$ cat src/rtl/axi_lite_xbar_1xn.sv
// AXI4-Lite 1-master to N-slave crossbar with registered address decode,
// independent read/write FSMs and an internal DECERR responder for misses.
module axi_lite_xbar_1xn #(
  parameter int unsigned NUM_SLAVES = 4,
  parameter int unsigned ADDR_W     = 32,
  parameter int unsigned DATA_W     = 32,
  parameter logic [NUM_SLAVES*ADDR_W-1:0] SLAVE_BASE =
    {32'h0001_3000, 32'h0001_2000, 32'h0001_1000, 32'h0001_0000},
  parameter logic [NUM_SLAVES*ADDR_W-1:0] SLAVE_MASK = {4{32'hFFFF_F000}}
) (
  input  logic                           aclk,
  input  logic                           aresetn,
  // master side
  input  logic [ADDR_W-1:0]              m_axi_awaddr,
  input  logic [2:0]                     m_axi_awprot,
  input  logic                           m_axi_awvalid,
  output logic                           m_axi_awready,
  input  logic [DATA_W-1:0]              m_axi_wdata,
  input  logic [DATA_W/8-1:0]            m_axi_wstrb,
  input  logic                           m_axi_wvalid,
  output logic                           m_axi_wready,
  output logic [1:0]                     m_axi_bresp,
  output logic                           m_axi_bvalid,
  input  logic                           m_axi_bready,
  input  logic [ADDR_W-1:0]              m_axi_araddr,
  input  logic [2:0]                     m_axi_arprot,
  input  logic                           m_axi_arvalid,
  output logic                           m_axi_arready,
  output logic [DATA_W-1:0]              m_axi_rdata,
  output logic [1:0]                     m_axi_rresp,
  output logic                           m_axi_rvalid,
  input  logic                           m_axi_rready,
  // slave side, slot i at [i*W +: W]
  output logic [NUM_SLAVES*ADDR_W-1:0]   s_axi_awaddr,
  output logic [NUM_SLAVES*3-1:0]        s_axi_awprot,
  output logic [NUM_SLAVES-1:0]          s_axi_awvalid,
  input  logic [NUM_SLAVES-1:0]          s_axi_awready,
  output logic [NUM_SLAVES*DATA_W-1:0]   s_axi_wdata,
  output logic [NUM_SLAVES*DATA_W/8-1:0] s_axi_wstrb,
  output logic [NUM_SLAVES-1:0]          s_axi_wvalid,
  input  logic [NUM_SLAVES-1:0]          s_axi_wready,
  input  logic [NUM_SLAVES*2-1:0]        s_axi_bresp,
  input  logic [NUM_SLAVES-1:0]          s_axi_bvalid,
  output logic [NUM_SLAVES-1:0]          s_axi_bready,
  output logic [NUM_SLAVES*ADDR_W-1:0]   s_axi_araddr,
  output logic [NUM_SLAVES*3-1:0]        s_axi_arprot,
  output logic [NUM_SLAVES-1:0]          s_axi_arvalid,
  input  logic [NUM_SLAVES-1:0]          s_axi_arready,
  input  logic [NUM_SLAVES*DATA_W-1:0]   s_axi_rdata,
  input  logic [NUM_SLAVES*2-1:0]        s_axi_rresp,
  input  logic [NUM_SLAVES-1:0]          s_axi_rvalid,
  output logic [NUM_SLAVES-1:0]          s_axi_rready
);

  localparam int unsigned SEL_W = (NUM_SLAVES > 1) ? $clog2(NUM_SLAVES) : 1;
  localparam int unsigned STRB_W = DATA_W / 8;

  localparam logic [2:0] W_IDLE = 3'd0;
  localparam logic [2:0] W_FWD  = 3'd1;
  localparam logic [2:0] W_RESP = 3'd2;
  localparam logic [2:0] W_ERR  = 3'd3;
  localparam logic [2:0] W_ERRB = 3'd4;

  localparam logic [1:0] R_IDLE = 2'd0;
  localparam logic [1:0] R_FWD  = 2'd1;
  localparam logic [1:0] R_DATA = 2'd2;
  localparam logic [1:0] R_ERR  = 2'd3;

  localparam logic [1:0] RESP_DECERR = 2'b11;

  // {hit, index}; scanning downward lets the lowest matching index win.
  function automatic logic [SEL_W:0] decode(input logic [ADDR_W-1:0] addr);
    logic [SEL_W:0] res;
    res = '0;
    for (int i = NUM_SLAVES - 1; i >= 0; i--) begin
      if ((addr & SLAVE_MASK[i*ADDR_W +: ADDR_W]) == SLAVE_BASE[i*ADDR_W +: ADDR_W]) begin
        res = {1'b1, SEL_W'(i)};
      end
    end
    return res;
  endfunction

  logic [2:0]        w_state_q, w_state_d;
  logic [ADDR_W-1:0] aw_addr_q, aw_addr_d;
  logic [2:0]        aw_prot_q, aw_prot_d;
  logic [SEL_W-1:0]  aw_sel_q, aw_sel_d;
  logic              aw_done_q, aw_done_d;
  logic              w_done_q, w_done_d;

  logic [1:0]        r_state_q, r_state_d;
  logic [ADDR_W-1:0] ar_addr_q, ar_addr_d;
  logic [2:0]        ar_prot_q, ar_prot_d;
  logic [SEL_W-1:0]  ar_sel_q, ar_sel_d;

  logic [SEL_W:0]    aw_dec, ar_dec;
  logic              aw_ok, w_ok;

  assign aw_dec = decode(m_axi_awaddr);
  assign ar_dec = decode(m_axi_araddr);

  always_comb begin
    w_state_d     = w_state_q;
    aw_addr_d     = aw_addr_q;
    aw_prot_d     = aw_prot_q;
    aw_sel_d      = aw_sel_q;
    aw_done_d     = aw_done_q;
    w_done_d      = w_done_q;
    aw_ok         = 1'b0;
    w_ok          = 1'b0;
    m_axi_awready = 1'b0;
    m_axi_wready  = 1'b0;
    m_axi_bresp   = 2'b00;
    m_axi_bvalid  = 1'b0;
    s_axi_awaddr  = '0;
    s_axi_awprot  = '0;
    s_axi_awvalid = '0;
    s_axi_wdata   = '0;
    s_axi_wstrb   = '0;
    s_axi_wvalid  = '0;
    s_axi_bready  = '0;
    case (w_state_q)
      W_IDLE: begin
        m_axi_awready = 1'b1;
        if (m_axi_awvalid) begin
          aw_addr_d = m_axi_awaddr;
          aw_prot_d = m_axi_awprot;
          aw_sel_d  = aw_dec[SEL_W] ? aw_dec[SEL_W-1:0] : '0;
          aw_done_d = 1'b0;
          w_done_d  = 1'b0;
          w_state_d = aw_dec[SEL_W] ? W_FWD : W_ERR;
        end
      end
      W_FWD: begin
        s_axi_awaddr[aw_sel_q*ADDR_W +: ADDR_W] = aw_addr_q;
        s_axi_awprot[aw_sel_q*3 +: 3]           = aw_prot_q;
        s_axi_awvalid[aw_sel_q]                 = !aw_done_q;
        s_axi_wdata[aw_sel_q*DATA_W +: DATA_W]  = m_axi_wdata;
        s_axi_wstrb[aw_sel_q*STRB_W +: STRB_W]  = m_axi_wstrb;
        s_axi_wvalid[aw_sel_q]                  = m_axi_wvalid && !w_done_q;
        m_axi_wready = s_axi_wready[aw_sel_q] && !w_done_q;
        aw_ok = aw_done_q || s_axi_awready[aw_sel_q];
        w_ok  = w_done_q || (m_axi_wvalid && m_axi_wready);
        aw_done_d = aw_ok;
        w_done_d  = w_ok;
        if (aw_ok && w_ok) w_state_d = W_RESP;
      end
      W_RESP: begin
        m_axi_bvalid           = s_axi_bvalid[aw_sel_q];
        m_axi_bresp            = s_axi_bresp[aw_sel_q*2 +: 2];
        s_axi_bready[aw_sel_q] = m_axi_bready;
        if (m_axi_bvalid && m_axi_bready) w_state_d = W_IDLE;
      end
      W_ERR: begin
        m_axi_wready = 1'b1;
        if (m_axi_wvalid) w_state_d = W_ERRB;
      end
      W_ERRB: begin
        m_axi_bvalid = 1'b1;
        m_axi_bresp  = RESP_DECERR;
        if (m_axi_bready) w_state_d = W_IDLE;
      end
      default: w_state_d = W_IDLE;
    endcase
  end

  always_comb begin
    r_state_d     = r_state_q;
    ar_addr_d     = ar_addr_q;
    ar_prot_d     = ar_prot_q;
    ar_sel_d      = ar_sel_q;
    m_axi_arready = 1'b0;
    m_axi_rdata   = '0;
    m_axi_rresp   = 2'b00;
    m_axi_rvalid  = 1'b0;
    s_axi_araddr  = '0;
    s_axi_arprot  = '0;
    s_axi_arvalid = '0;
    s_axi_rready  = '0;
    case (r_state_q)
      R_IDLE: begin
        m_axi_arready = 1'b1;
        if (m_axi_arvalid) begin
          ar_addr_d = m_axi_araddr;
          ar_prot_d = m_axi_arprot;
          ar_sel_d  = ar_dec[SEL_W] ? ar_dec[SEL_W-1:0] : '0;
          r_state_d = ar_dec[SEL_W] ? R_FWD : R_ERR;
        end
      end
      R_FWD: begin
        s_axi_araddr[ar_sel_q*ADDR_W +: ADDR_W] = ar_addr_q;
        s_axi_arprot[ar_sel_q*3 +: 3]           = ar_prot_q;
        s_axi_arvalid[ar_sel_q]                 = 1'b1;
        if (s_axi_arready[ar_sel_q]) r_state_d = R_DATA;
      end
      R_DATA: begin
        m_axi_rvalid           = s_axi_rvalid[ar_sel_q];
        m_axi_rdata            = s_axi_rdata[ar_sel_q*DATA_W +: DATA_W];
        m_axi_rresp            = s_axi_rresp[ar_sel_q*2 +: 2];
        s_axi_rready[ar_sel_q] = m_axi_rready;
        if (m_axi_rvalid && m_axi_rready) r_state_d = R_IDLE;
      end
      default: begin
        m_axi_rvalid = 1'b1;
        m_axi_rresp  = RESP_DECERR;
        if (m_axi_rready) r_state_d = R_IDLE;
      end
    endcase
  end

  always_ff @(posedge aclk or negedge aresetn) begin
    if (!aresetn) begin
      w_state_q <= W_IDLE;
      aw_addr_q <= '0;
      aw_prot_q <= '0;
      aw_sel_q  <= '0;
      aw_done_q <= 1'b0;
      w_done_q  <= 1'b0;
      r_state_q <= R_IDLE;
      ar_addr_q <= '0;
      ar_prot_q <= '0;
      ar_sel_q  <= '0;
    end else begin
      w_state_q <= w_state_d;
      aw_addr_q <= aw_addr_d;
      aw_prot_q <= aw_prot_d;
      aw_sel_q  <= aw_sel_d;
      aw_done_q <= aw_done_d;
      w_done_q  <= w_done_d;
      r_state_q <= r_state_d;
      ar_addr_q <= ar_addr_d;
      ar_prot_q <= ar_prot_d;
      ar_sel_q  <= ar_sel_d;
    end
  end

endmodule

$ cat config.mk
export PLATFORM = sky130hd
export DESIGN_NAME = axi_lite_xbar_1xn
export DESIGN_NICKNAME = d
export VERILOG_FILES = /design/src/rtl/axi_lite_xbar_1xn.sv
export SDC_FILE = /design/constraint.sdc
export NUM_CORES = 1
export LEC_CHECK = 0
export CORE_AREA = 2 2 297 299
export CTS_CLUSTER_DIAMETER = 100
export DETAILED_ROUTE_END_ITERATION = 8
export DIE_AREA = 0 0 299 301
export GPL_TIMING_DRIVEN = 0
export PLACE_DENSITY_LB_ADDON = 0.08
export SYNTH_ARGS = -nofsm -noshare
export SYNTH_HDL_FRONTEND = slang
export SYNTH_SLANG_ARGS = --single-unit
$ cat constraint.sdc
create_clock -name aclk -period 4.8 [get_ports aclk]
set_input_delay 0.96 -clock aclk [delete_from_list [all_inputs] [get_ports aclk]]
set_output_delay 0.96 -clock aclk [all_outputs]
set_load 0.02 [all_outputs]
After elaboration in Yosys (flattened, before gate mapping)
Index checks and enable logic that the tools add are counted.

operators by class
  muxes and demuxes = 59
  div/mod/pow operators = 0
  equal/unequal tests = 22
  order comparisons = 4
  $add $sub $neg = 5
  shifts and indexed selects = 14
  reductions and logical operators = 22
  multipliers = 2
  bitwise operators = 10

operators by type and width
  operator                   number
  $and 128x128->128          3
  $mux 128                   3
  $shiftx 32x34->128         3
  $shift 32x34->128 const A  2
  $eq 20x5->1 const B        8
  $shiftx 128x8->32          1
  $neg 4->34                 3
  $neg 7->34                 2
  $shift 3x34->12 const A    2
  $shiftx 3x34->12           2
  $mux 3                     13
  $shift 4x34->16 const A    1
  $shiftx 4x34->16           1
  $mux 32                    1
  $and 12x12->12             2
  $mux 12                    2
  $mux 4                     5
  $and 16x16->16             1
  $and 4x4->4                4
  $mux 16                    1
  $mux 2                     8
  $ne 2x2->1 const B         8
  $shiftx 8x4->2             2
  $pmux 3 s5                 1
  25 further kinds           59

word-level totals
  bits of input ports = 277
  word-level logic and storage cells = 148
  memories kept = 0
  ROM bits = 0
  latch bits = 0
  register bits after elaboration = 81
  bits in writable memories = 0

Depth between registers and ports, before layout
Gate-level depths: netlist (run 1).

  word-level depth = 8
  gate-level depth with buffers = 9

Worst setup path before layout (run 1)
OpenSTA, ideal clock, no wires.

  path type = reg2out
  start point = register ar_sel_q[1]
  end point = output port s_axi_araddr[100]
  data arrival time = 2379 ps
  path slack = 1461 ps
  stages on the path, launching flop included = 9
  cells stage by stage = dfrtp_1 -> clkbuf_1 -> clkbuf_1 -> inv_1 -> ha_1 -> nand3b_1 -> nor3b_2 -> clkbuf_1 -> and2_1

between the ends
  cells in the longest elaborated chain, start to end = 4

RTL lines
  item                                                            line  text
  start, declared                                                 93    logic [SEL_W-1:0] ar_sel_q, ar_sel_d;
  start signal, assigned                                          232   ar_sel_q <= ar_sel_d;
  $neg 7->34 *                                                    190   s_axi_araddr[ar_sel_q*ADDR_W +: ADDR_W] = ar_addr_q;
  $shiftx 32x34->128 / $shift 32x34->128 (equally long branches)  190
  $and 128x128->128 (no line) *                                   -
  $mux 128 *                                                      179   case (r_state_q)
  end, declared                                                   45    output logic [NUM_SLAVES*ADDR_W-1:0] s_axi_araddr,

Every way passes the cells marked *; elsewhere a longest branch is shown, timed or not.

Final worst setup path (run 1)
  start point = register ar_sel_q[1]
  end point = output port s_axi_araddr[16]

The elaborated chain is that of the path after synthesis.

==> run summary, run 1 <==
The synthesized cell area is 0.00773 mm². Between clock sinks in the finished design, the worst skew comes to 0.00784 ns. In this run the standard cell core region covers around 0.086 mm². The global-route usage over all layers is 0.144. The clock transition time at the flip-flop clock pins of the worst setup and hold paths came out at approximately 0.070 ns. The time the worst path needs with I/O delays and setup is 4.54 ns. The number of antenna violations at the first check in global routing came to 25. The largest buffer count on any clock path came out at 2.

CTS placed an instance of sky130_fd_sc_hd__clkbuf_16 at the clock tree root. Based on the critical path, the design can be clocked at up to roughly 220 MHz. The largest net degree at the start of global routing came out at between 40 and 50. The DRC violation count after routing is 0. For this block, the via count after detailed routing is 9802. The cell count after synthesis came out at 918. The master of the slowest instance on the critical path is sky130_fd_sc_hd__clkdlybuf4s50_1.

The main flop type after synthesis is sky130_fd_sc_hd__dfrtp_1. Before CTS, the worst setup slack after placement is -0.934 ns. The number of buffers inserted by port buffering came out at 761. The first detailed-routing pass took 4 iterations. After synthesis the netlist holds a flip-flop and latch count of 81. The number of cells on the worst reg-to-reg path is 6. The largest single stage delay on the critical path is 0.61 ns. The slew at the pin with the worst max-slew slack came out at 0.799 ns. The die covers about 0.090 mm².

STA classifies the critical path endpoint as a primary output. For the worst-skew pair, the clock arrives at the later sink with an insertion delay of 0.37 ns. The via count of the first global-routing pass is 10.7k.

The hold-critical path depth is 2. The storage element area is 0.00203 mm². The count of nets left with antenna violations after detail routing came out at 0.

For this run, the register share of the synthesized area comes to 0.262. The total power density per cell area came out at 289 mW/mm². The share of flip-flops with an asynchronous set or reset after synthesis is 1.00. The worst path required time is roughly 3.8 ns. In this run the count of I/O pins placed on the die edge is 762. The width of the die is 299 µm.

For this run, the post-layout net count is ~2k. The number of filler instances in the final layout came out at 9677. The critical path goes through buf_2 -> buf_4 -> inv_1 -> ha_1 -> and4bb_1 -> clkbuf_2 -> and2_1 -> clkdlybuf4s50_1. The fraction of final layout cells sized beyond drive strength 1 came out at 0.0932. The vias per cell came out at between 3 and 4.

The class of the most critical hold timing path is reg2reg. The leakage power came out at 0.00653 µW. The number of different library cells used by synthesis comes to 45. The die outline height is around 300 µm. The post-synthesis net count came out at around 1.2k. Setup violations remaining at the end of the flow were counted as 0.

The largest fanout on the critical path is 11. The initial standard-cell utilization of the core came out at 0.0893. The final wirelength came out at ~67 mm.

The final sum of negative setup slack came out at 0 ns. The global-route congestion overflow total came out at 0. The half-perimeter wire length after detailed placement is 58.4 mm. The first global-routing pass estimated between 90 and 100 mm of wire. After synthesis, the mean cell area works out to 8.42 µm². The flow ran to the end, and the final reports show no timing, DRC or antenna violations.

The kind of start point of the critical path is a register. The per-cell routed wire length came out at 23.4 µm. Setup repair after global routing left no endpoint under its margin. The total CTS buffers is 9. The area added between synthesis and finish is 125%. The start-to-end type of the worst setup path is reg2out. For the worst setup path, the data arrival time is ~3.6 ns.

The clock drives 81 sinks. The TritonCTS clock tree is done. Yosys printed 0 warnings.

The period utilization is 0.945. The worst ir drop on vdd is 0.000165 V. The number of hold violations in the final report came out at 0. The clock tree synthesis step divided the H-tree into 3 levels. The placer's final routability congestion estimate came out at 0.840. The remaining max-slew budget at the tightest pin came out at 0.463.

The violation count after the first detailed-routing iteration is 336. The number of maximum-capacitance constraint violations is 0. The count of flip-flops with a built-in enable after synthesis came out at 0. The final setup slack of the worst path is 0.262 ns. The area taken by multi-input logic gates is 0.00539 mm². The count of final max-slew check failures is 0. The number of hold buffers added after CTS came out at 0. The cell row count came out at approximately 110.
-- sequential cells by signal, summed over array words and instances (netlist names) --
| name | cells |
|---|---|
| ar_prot_q | 3 |
| w_state_q | 3 |
| aw_addr_q | 32 |
| aw_prot_q | 3 |
| aw_sel_q | 2 |
| aw_done_q | 1 |
| r_state_q | 2 |
| ar_addr_q | 32 |
| ar_sel_q | 2 |
| w_done_q | 1 |
-- cells in the mapped netlist, types with 3 or more instances --
library cell,count,share of area
sky130_fd_sc_hd__and2_1,471,0.38
sky130_fd_sc_hd__nand2_1,122,0.059
sky130_fd_sc_hd__dfrtp_1,81,0.26
sky130_fd_sc_hd__clkbuf_1,46,0.022
sky130_fd_sc_hd__mux4_2,40,0.12
sky130_fd_sc_hd__mux2_2,33,0.048
sky130_fd_sc_hd__nor2_1,13,0.0063
sky130_fd_sc_hd__buf_2,11,0.0071
sky130_fd_sc_hd__ha_1,10,0.016
sky130_fd_sc_hd__inv_1,9,0.0044
sky130_fd_sc_hd__clkbuf_2,7,0.0045
sky130_fd_sc_hd__a21oi_1,6,0.0039
sky130_fd_sc_hd__nor2b_1,6,0.0049
sky130_fd_sc_hd__nor4_1,6,0.0049
sky130_fd_sc_hd__o22ai_1,6,0.0049
sky130_fd_sc_hd__and3_1,5,0.0040
sky130_fd_sc_hd__buf_4,5,0.0049
sky130_fd_sc_hd__nor3_1,4,0.0026
sky130_fd_sc_hd__o21a_1,3,0.0029
sky130_fd_sc_hd__o21ai_0,3,0.0019
sky130_fd_sc_hd__o31ai_1,3,0.0029
-- cell families after synthesis --
| logic type | count (synthesis) | synth area share |
|---|---|---|
| simple gates | 646 | 0.487 |
| flops | 81 | 0.262 |
| mux | 75 | 0.167 |
| buf+inv | 78 | 0.0432 |
| compound gates | 28 | 0.0241 |
| fa+ha+maj | 10 | 0.0162 |
-- per-stage QoR --
step	instance area, µm²	std cells	util	hold slack, ns	total power [µW]
global placement	16800	2834	0.194	0.524	4250
CTS	17300	2862	0.200	0.549	5180
finish	17400	2869	0.201	0.538	5020
floorplan	7730	918	-	0.476	2560
global route	17300	2862	0.201	0.585	5390
detailed placement	16800	2835	0.194	0.530	4260
-- routing by layer --
layer,GRT usage,share of wire,vias to the layer above
li1,-,-,4529
met1,0.145,0.36,4739
met2,0.282,0.54,468
met3,0.0577,0.095,44
met4,0.0170,0.0076,22
met5,0,0.0019,-
-- worst max-delay path: cells and delay by family (launching register included) --
kind	cells	cell delay [ns]
adders and majority gates	1	0.37
buffers and inverters	5	1.72
DFF	1	0.39
and+or+nand+nor	2	0.72
-- cell type report --
cell class,instances,area share
clock buffers,9,0.0130
plain buffers,67,0.0196
repair buffers,774,0.447
inverters,9,0.00195
clock inverters,7,0.00627
well taps,1155,0.0832
multi-input cells,759,0.311
diodes,8,0.00115
flip-flops and latches,81,0.117
-- cells in the final DEF, fill, tap and decap left out, types with 5 or more instances in the layout --
master and n:
sky130_fd_sc_hd__buf_4 16, sky130_fd_sc_hd__clkdlybuf4s50_1 758, sky130_fd_sc_hd__nand2_1 122, sky130_fd_sc_hd__nor2b_1 6, sky130_fd_sc_hd__o22ai_1 6, sky130_fd_sc_hd__nor2_1 11, sky130_fd_sc_hd__and2_1 471, sky130_fd_sc_hd__clkbuf_1 21
sky130_fd_sc_hd__nor4_1 6, sky130_fd_sc_hd__ha_1 10, sky130_fd_sc_hd__buf_2 10, sky130_fd_sc_hd__a21oi_1 6, sky130_fd_sc_hd__clkbuf_2 25, sky130_fd_sc_hd__and3_1 5, sky130_fd_sc_hd__mux4_2 40, sky130_fd_sc_hd__inv_1 9
sky130_fd_sc_hd__dfrtp_1 80, sky130_fd_sc_hd__mux2_2 33, sky130_fd_sc_hd__clkbuf_16 9, sky130_fd_sc_hd__diode_2 8
-- timing repair --
item                       CTS  global route
pin swaps                    4             0
gates resized for setup     34            10
buffers inserted            11             1
setup endpoints to repair  420           126
-- worst paths after layout --
path,startpoint,end,slack [ns]
max,ar_sel_q[1],s_axi_araddr[16],0.26
min,aw_addr_q[12],aw_addr_q[12],0.54
max reg2reg,r_state_q[0],ar_addr_q[31],2.77
min reg2reg,aw_addr_q[12],aw_addr_q[12],0.54
max in group asynchronous,aresetn,ar_addr_q[21],3.52
min in group asynchronous,aresetn,aw_sel_q[0],0.58
-- power breakdown --
group / switching [µW] / internal (µW)
registers: 492 / 997
logic: 1420 / 1270
clock network: 374 / 470
total: 2280 / 2740
Note: power is estimated with default switching activity, not from simulation.
==> inputs of run 2 (changes only) <==
--- a/config.mk
+++ b/config.mk
@@ -5,10 +5,10 @@
 export SDC_FILE = /design/constraint.sdc
 export NUM_CORES = 1
 export LEC_CHECK = 0
-export CORE_AREA = 2 2 297 299
+export CORE_AREA = 5 5 291 293
 export CTS_CLUSTER_DIAMETER = 100
 export DETAILED_ROUTE_END_ITERATION = 8
-export DIE_AREA = 0 0 299 301
+export DIE_AREA = 0 0 296 298
 export GPL_TIMING_DRIVEN = 0
 export PLACE_DENSITY_LB_ADDON = 0.08
 export SYNTH_ARGS = -nofsm -noshare
==> run summary, run 2 (synthesis results as in run 1) <==
The largest buffer count on any clock path is 2 (unchanged). The flow ran to the end, and the final reports show no timing, DRC or antenna violations. The boundary pin count came out at 762 (unchanged). The period utilization came out at 0.950 (+0.00510). The worst path required time is 3.84 ns (about the same). The placer's final routability congestion estimate is 0.828 (-1.5%). The first-pass GRT wire length was 92.3 mm (+2.0%). The time the worst path needs with I/O delays and setup came out at 4.56 ns (+0.0245 ns).

The worst setup path is captured at a primary output. The worst ir drop on vdd is 0.000163 V (-1.2%). The post-layout net count came out at 1986 (-0.10%). The data arrival time at the worst-slack endpoint came out at 3.60 ns (+0.02 ns). The die outline height is 298 µm (-1.0%). The post-placement setup slack is -0.916 ns (+0.0185 ns). The fraction of final layout cells sized beyond drive strength 1 is 0.0910 (-0.00224). The largest registers in the layout are ar_addr_q: 32 flops, aw_addr_q: 32 flops. The number of buffers inserted by port buffering is 761 (unchanged). The width of the die was 296 µm (-1.0%). The initial standard-cell utilization of the core is 0.0947 (+0.00536).

The total CTS buffers came out at 9 (unchanged). The leakage power came out at 0.00655 µW (+0.34%). The number of hold violations in the final report is 0 (unchanged). The clock sink count is 81 (unchanged).

The maximum clock skew at final layout is 0.0148 ns (+0.00694 ns). The total power density per cell area was 289 mW/mm² (-0.13%). The slew at the pin with the worst max-slew slack came out at 0.720 ns (-0.0785 ns). The vias per cell was 3.52 (+3.0%).

The upper clock frequency limit is 219 MHz (-0.54%). The count of final setup violators was 0 (unchanged). The library cell used most frequently in the layout, excluding fill and tap cells, is sky130_fd_sc_hd__clkdlybuf4s50_1.

The count of final max-slew check failures is 0 (unchanged). The latest clock arrival within the worst-skew pair is 0.38 ns (about the same). The DRC violation count after routing is 0 (unchanged). The via count of the first global-routing pass came out at 10.8k (+0.85%). The final setup slack of the worst path came out at 0.238 ns (-0.0245 ns). The number of levels the H-tree was split into is 3 (unchanged). The global-route usage over all layers is 0.149 (+0.00509).

The global-route congestion overflow total is 0 (unchanged). The number of search-and-repair iterations in the first detailed-routing pass was 4 (unchanged). The largest net degree at the start of global routing came to 51 (+11%). The area of the core region came out at 0.0816 mm² (-5.7%).

The class of the most critical hold timing path is reg2reg. The count of placed standard cells in the final layout, fillers left out came out at 2776 (-3.2%). The count of nets left with antenna violations after detail routing came out at 0 (unchanged).

The half-perimeter wire length after detailed placement came out at 59.8 mm (+2.5%). The number of maximum-capacitance constraint violations is 0 (unchanged). The cell row count was 105 (-2.8%).

The total number of vias was 9769 (-0.34%). The number of hold buffers added after CTS was 0 (unchanged). The remaining max-slew budget at the tightest pin was 0.520 (+0.0572). The final standard cell utilization of the core is 0.211 (+0.0105).

The clock transition time at the flip-flop clock pins of the worst setup and hold paths came to 0.08 ns (about the same). The clock root buffer is sky130_fd_sc_hd__clkbuf_16. The final wirelength came out at 68.9 mm (+2.5%). The final sum of negative setup slack came to 0 ns (unchanged). The critical path is of the reg2out type. The number of cells after detailed placement is 2750 (-3.0%). The number of antenna violations at the first check in global routing came out at 25 (unchanged).

The area added between synthesis and finish came out at 123%. The largest fanout on the critical path was 10 (-1). In the layout the commonest cells are sky130_fd_sc_hd__clkdlybuf4s50_1, sky130_fd_sc_hd__and2_1, sky130_fd_sc_hd__nand2_1, sky130_fd_sc_hd__dfrtp_1, sky130_fd_sc_hd__mux4_2. The per-cell routed wire length is 24.8 µm (+6.0%). The worst setup path is launched from a register. The violation count after the first detailed-routing iteration came to 289 (-14%). The area of the die came out at 0.0882 mm² (-2.0%).

The TritonCTS clock tree is done.
==> run 2: changes by cell type in the layout (fill, tap and decap cells not counted), sizes merged <==
cell / previous run / this run
diode: 8 / 2
buf: 31 / 28
dlymetal6s2s: 0 / 3
clkbuf: 59 / 61
dlygate4sd2: 2 / 0
bufinv: 2 / 1
clkdlybuf4s50: 758 / 757
clkinvlp: 0 / 1
inv: 13 / 12
==> run 2: metal layers <==
layer  GRT usage  wire [µm]  share of wire
met4      0.0207        681         0.0099
met5           0        249         0.0036
met2       0.292      37100           0.54
met1       0.146      24100           0.35
met3      0.0667       6680          0.097
==> run 2: timing repair <==
action,4_1_cts,5_1_grt
pin swaps,4,2
gates resized for setup,31,21
setup endpoints to repair,422,140
setup buffers,8,1
==> run 2: worst paths after layout <==
path	from	to	slack (ns)	cells after the start
setup / recovery	aw_sel_q[0]	s_axi_awaddr[95]	0.24	9
hold reg to reg	aw_done_q	aw_done_q	0.53	2
setup reg to reg	r_state_q[0]	ar_prot_q[2]	2.75	6
hold / removal	aw_done_q	aw_done_q	0.53	2
max in group asynchronous	aresetn	ar_sel_q[0]	3.51	2
min in group asynchronous	aresetn	w_state_q[2]	0.54	1
==> run 2: final cells by class <==
type	count	area, µm²
timing repair buffer	771	7770
inverter	9	33.8
sequential	81	2030
antenna	2	5.00
multi-input combinational	759	5390
fill	9015	64400
clock buffer	10	239
tap	1070	1340
clock inverter	6	72.6
buffer	68	357
==> run 2: power breakdown <==
| group | switching, µW | internal, µW | leakage [µW] |
|---|---|---|---|
| logic | 1420 | 1280 | 0.00541 |
| clock network | 383 | 426 | 0.000150 |
| registers | 465 | 998 | 0.000992 |
| total | 2270 | 2710 | 0.00655 |
==> run 2: critical path, cell delays in order, from the launching register on <==
cell and delay [ns]:
sky130_fd_sc_hd__dfrtp_1 0.47, sky130_fd_sc_hd__buf_2 0.32, sky130_fd_sc_hd__inv_1 0.19, sky130_fd_sc_hd__ha_1 0.34
sky130_fd_sc_hd__nand3b_1 0.32, sky130_fd_sc_hd__nor3b_4 0.27, sky130_fd_sc_hd__buf_12 0.17, sky130_fd_sc_hd__clkbuf_2 0.25
sky130_fd_sc_hd__and2_1 0.16, sky130_fd_sc_hd__clkdlybuf4s50_1 0.71
==> run 2: per-stage QoR <==
stage          hold slack, ns  power, µW  area (µm²)
5_1_grt                 0.557       5340       17200
6_report                0.529       4980       17200
3_3_place_gp            0.508       4230       16700
4_1_cts                 0.532       5120       17200
3_5_place_dp            0.514       4240       16700
2_1_floorplan           0.476       2560        7730
==> inputs of run 3 (changes only) <==
--- a/config.mk
+++ b/config.mk
@@ -5,12 +5,13 @@
 export SDC_FILE = /design/constraint.sdc
 export NUM_CORES = 1
 export LEC_CHECK = 0
-export CORE_AREA = 5 5 291 293
+export CORE_AREA = 5 5 289 291
 export CTS_CLUSTER_DIAMETER = 100
 export DETAILED_ROUTE_END_ITERATION = 8
-export DIE_AREA = 0 0 296 298
+export DIE_AREA = 0 0 294 296
 export GPL_TIMING_DRIVEN = 0
 export PLACE_DENSITY_LB_ADDON = 0.08
+export RECOVER_POWER = 100
 export SYNTH_ARGS = -nofsm -noshare
 export SYNTH_HDL_FRONTEND = slang
 export SYNTH_SLANG_ARGS = --single-unit
==> constraint.sdc (replaced) <==
create_clock -name aclk -period 4.7 [get_ports aclk]
set_input_delay 0.94 -clock aclk [delete_from_list [all_inputs] [get_ports aclk]]
set_output_delay 0.94 -clock aclk [all_outputs]
set_load 0.02 [all_outputs]
==> run summary, run 3 (synthesis results as in run 1) <==
The clock sink count came out at 81 (unchanged). The library cell used most frequently in the layout, excluding fill and tap cells, is sky130_fd_sc_hd__and2_1. The final setup slack of the worst path is 0.211 ns (-0.0267 ns). The final wirelength is 67.0 mm (-2.7%). The die outline height is 296 µm (-0.67%). In the layout the commonest cells are sky130_fd_sc_hd__and2_1, sky130_fd_sc_hd__dlygate4sd3_1, sky130_fd_sc_hd__clkdlybuf4s50_1, sky130_fd_sc_hd__nand2_1, sky130_fd_sc_hd__dfrtp_1. The count of buffering cells on the critical path with inverters included is 6 (+1). The leakage power is 0.00767 µW (+17%). The number of search-and-repair iterations in the first detailed-routing pass was 4 (unchanged). The top cell family by delay on the critical path is buffers and inverters. The slew at the pin with the worst max-slew slack is 2.64 ns (+1.92 ns). The vias per cell is 3.51 (-0.27%). STA classifies the critical path endpoint as a primary output.

The count of final setup violators came out at 0 (unchanged). The global-route congestion overflow total is 0 (unchanged). The maximum clock skew at final layout is 0.00937 ns (-0.00541 ns).

The half-perimeter wire length after detailed placement came to 58.5 mm (-2.1%). The largest net degree at the start of global routing is 43 (-16%). The per-cell routed wire length came out at 24.2 µm (-2.6%). The area added between synthesis and finish is 122%. The number of hold violations in the final report is 0 (unchanged). The count of final max-slew check failures was 43 (+43). The total power density per cell area is 285 mW/mm² (-1.4%). The signal on the critical path passes through clkbuf_4 -> clkbuf_4 -> inv_1 -> ha_1 -> and3_1 -> buf_2 -> clkbuf_2 -> and2_0 -> clkdlybuf4s50_1.

The relative contribution of the clock network to total power is 0.161 (-0.002). The final reports fail on capacitance limit, slew limit. The global-route usage over all layers was 0.146 (-0.00311).

The internal power of the cells is 2630 µW (-2.8%). Setup repair after global routing left no endpoint under its margin. In the final layout, the registers with the most flip-flops are ar_addr_q: 32 flops, aw_addr_q: 32 flops. The largest fanout on the critical path came out at 10 (unchanged).

The number of maximum-capacitance constraint violations came to 1 (+1). The count of placed standard cells in the final layout, fillers left out is 2772 (-0.14%). STA classifies the critical path startpoint as a register. The worst ir drop on vdd is 0.000153 V (-6.3%).

The critical path is of the reg2out type. The area of all placed cells without fillers came out at 0.0172 mm² (-0.36%). The switching part of the total power came to 0.461 (+0.00534). The remaining max-slew budget at the tightest pin came out at -0.761 (-1.28). The DRC violation count after routing was 0 (unchanged). Clock tree synthesis selected as its root buffer the cell sky130_fd_sc_hd__clkbuf_16. TritonCTS built the clock tree.

The fraction of final layout cells sized beyond drive strength 1 was 0.0862 (-0.00475). Derived from the worst setup path, the maximum achievable clock frequency is 223 MHz. The standard cell area after detailed placement is 0.0167 mm² (about the same). The biggest cell delay along the critical path was 0.66 ns (-0.05 ns). The first-pass GRT wire length came out at 89.7 mm (-2.8%). The worst path required time came to 3.76 ns (-0.08 ns). The initial standard-cell utilization of the core was 0.0962 (+0.00153). The count of nets left with antenna violations after detail routing is 0 (unchanged).

The data arrival time at the worst-slack endpoint is 3.55 ns (-0.05 ns). The most repeated library cell on the critical path is sky130_fd_sc_hd__clkbuf_4. For this design, the slowest cell found on the critical path is sky130_fd_sc_hd__clkdlybuf4s50_1. The run finished, with violations left. The area of the die was 0.0870 mm² (-1.3%).

The time the worst path needs with I/O delays and setup is 4.49 ns. The clock transition time at the flip-flop clock pins of the worst setup and hold paths is 0.07 ns (about the same). The number of levels the H-tree was split into came out at 3 (unchanged). The share of total power in sequential cells came to 0.306 (+0.012).

The total number of vias came to 9729 (-0.41%). The net switching component of the power came out at 2260 µW (-0.65%). The boundary pin count is 762 (unchanged). The number of antenna violations at the first check in global routing came to 26 (+4.0%). The latest clock arrival within the worst-skew pair was 0.37 ns (about the same). The area of the core region was 0.0803 mm² (-1.6%).

The post-placement setup slack came out at -1.02 ns (-0.108 ns). The period utilization is 0.955. The final sum of negative setup slack is 0 ns (unchanged). The tightest min-delay check is of the reg2reg type. The cell row count is 104 (-0.95%). The placer's final routability congestion estimate is 0.820 (-0.99%).

The number of buffers inserted by port buffering is 761 (unchanged). The total CTS buffers came out at 9 (unchanged). The violation count after the first detailed-routing iteration is 244 (-16%). The post-layout net count came out at 1987 (+0.050%). The width of the die came out at 294 µm (-0.68%).

The number of cells after detailed placement is 2740 (-0.36%). The largest buffer count on any clock path is 2 (unchanged). The via count of the first global-routing pass is 10.9k (+0.73%). The overall power consumption came out at 4890 µW (-1.8%). The combinational share of power was 0.532 (-0.011).
-- run 3: cell types whose count changed in the layout (fill, tap and decap cells not counted), moves of 2 or more --
cell | before | now
sky130_fd_sc_hd__and2_0 | 0 | 46
sky130_fd_sc_hd__and2_1 | 471 | 425
sky130_fd_sc_hd__buf_2 | 10 | 3
sky130_fd_sc_hd__buf_4 | 12 | 9
sky130_fd_sc_hd__clkbuf_1 | 23 | 33
sky130_fd_sc_hd__clkbuf_2 | 21 | 25
sky130_fd_sc_hd__clkdlybuf4s50_1 | 757 | 374
sky130_fd_sc_hd__diode_2 | 2 | 7
sky130_fd_sc_hd__dlygate4sd3_1 | 0 | 385
sky130_fd_sc_hd__dlymetal6s2s_1 | 3 | 0
sky130_fd_sc_hd__inv_6 | 3 | 1
-- run 3: path summary, 6_finish.rpt --
kind | startpoint | endpoint | slack [ns] | cells past startpoint
setup / recovery | ar_sel_q[1] | s_axi_araddr[69] | 0.21 | 9
hold / removal | aw_done_q | aw_done_q | 0.54 | 2
setup reg to reg | r_state_q[0] | ar_addr_q[31] | 2.01 | 6
hold reg to reg | aw_done_q | aw_done_q | 0.54 | 2
max in group asynchronous | aresetn | ar_sel_q[0] | 0.91 | 2
min in group asynchronous | aresetn | aw_addr_q[8] | 1.39 | 1
-- run 3: metal layers --
layer / part of all wire / global-route usage / vias up
li1: - / - / 4532
met5: 0.0035 / 0 / -
met4: 0.016 / 0.0309 / 32
met1: 0.34 / 0.144 / 4628
met2: 0.53 / 0.278 / 469
met3: 0.10 / 0.0681 / 68
-- run 3: per-stage QoR --
stage,util,hold slack (ns)
floorplan,-,0.476
global placement,0.208,0.504
detailed placement,0.208,0.524
CTS,0.214,0.539
global route,0.214,0.568
finish,0.214,0.536
-- run 3: final cells by class --
| cell class | instances | area, µm² |
|---|---|---|
| sequential | 81 | 2030 |
| tap | 1060 | 1330 |
| buffer | 68 | 354 |
| clock inverter | 5 | 63.8 |
| antenna | 7 | 17.5 |
| fill | 8905 | 63100 |
| clock buffer | 11 | 243 |
| multi-input combinational | 759 | 5390 |
| timing repair buffer | 772 | 7720 |
| inverter | 9 | 33.8 |
-- run 3: worst register-to-register path: stages (launching register included) --
cell and delay [ns]:
sky130_fd_sc_hd__dfrtp_1 0.36, sky130_fd_sc_hd__buf_4 0.17, sky130_fd_sc_hd__nor2b_1 0.21, sky130_fd_sc_hd__nor2b_1 0.30, sky130_fd_sc_hd__clkbuf_1 0.63, sky130_fd_sc_hd__clkbuf_1 0.51, sky130_fd_sc_hd__mux2_2 0.40
-- run 3: power groups by stage --
stage	clock, µW	combinational [µW]	sequential, µW
floorplan	0	1370	1240
global placement	0	2800	1520
detailed placement	0	2790	1530
CTS	844	2820	1530
global route	861	2830	1580
finish	787	2600	1500
-- run 3: timing repair --
item | CTS | global route
pin swaps | 4 | 0
setup buffers | 10 | 0
endpoints found under the hold margin | 0 | 0
gates resized for setup | 42 | 7
hold buffers | 0 | 0
endpoints found under the setup margin | 420 | 67
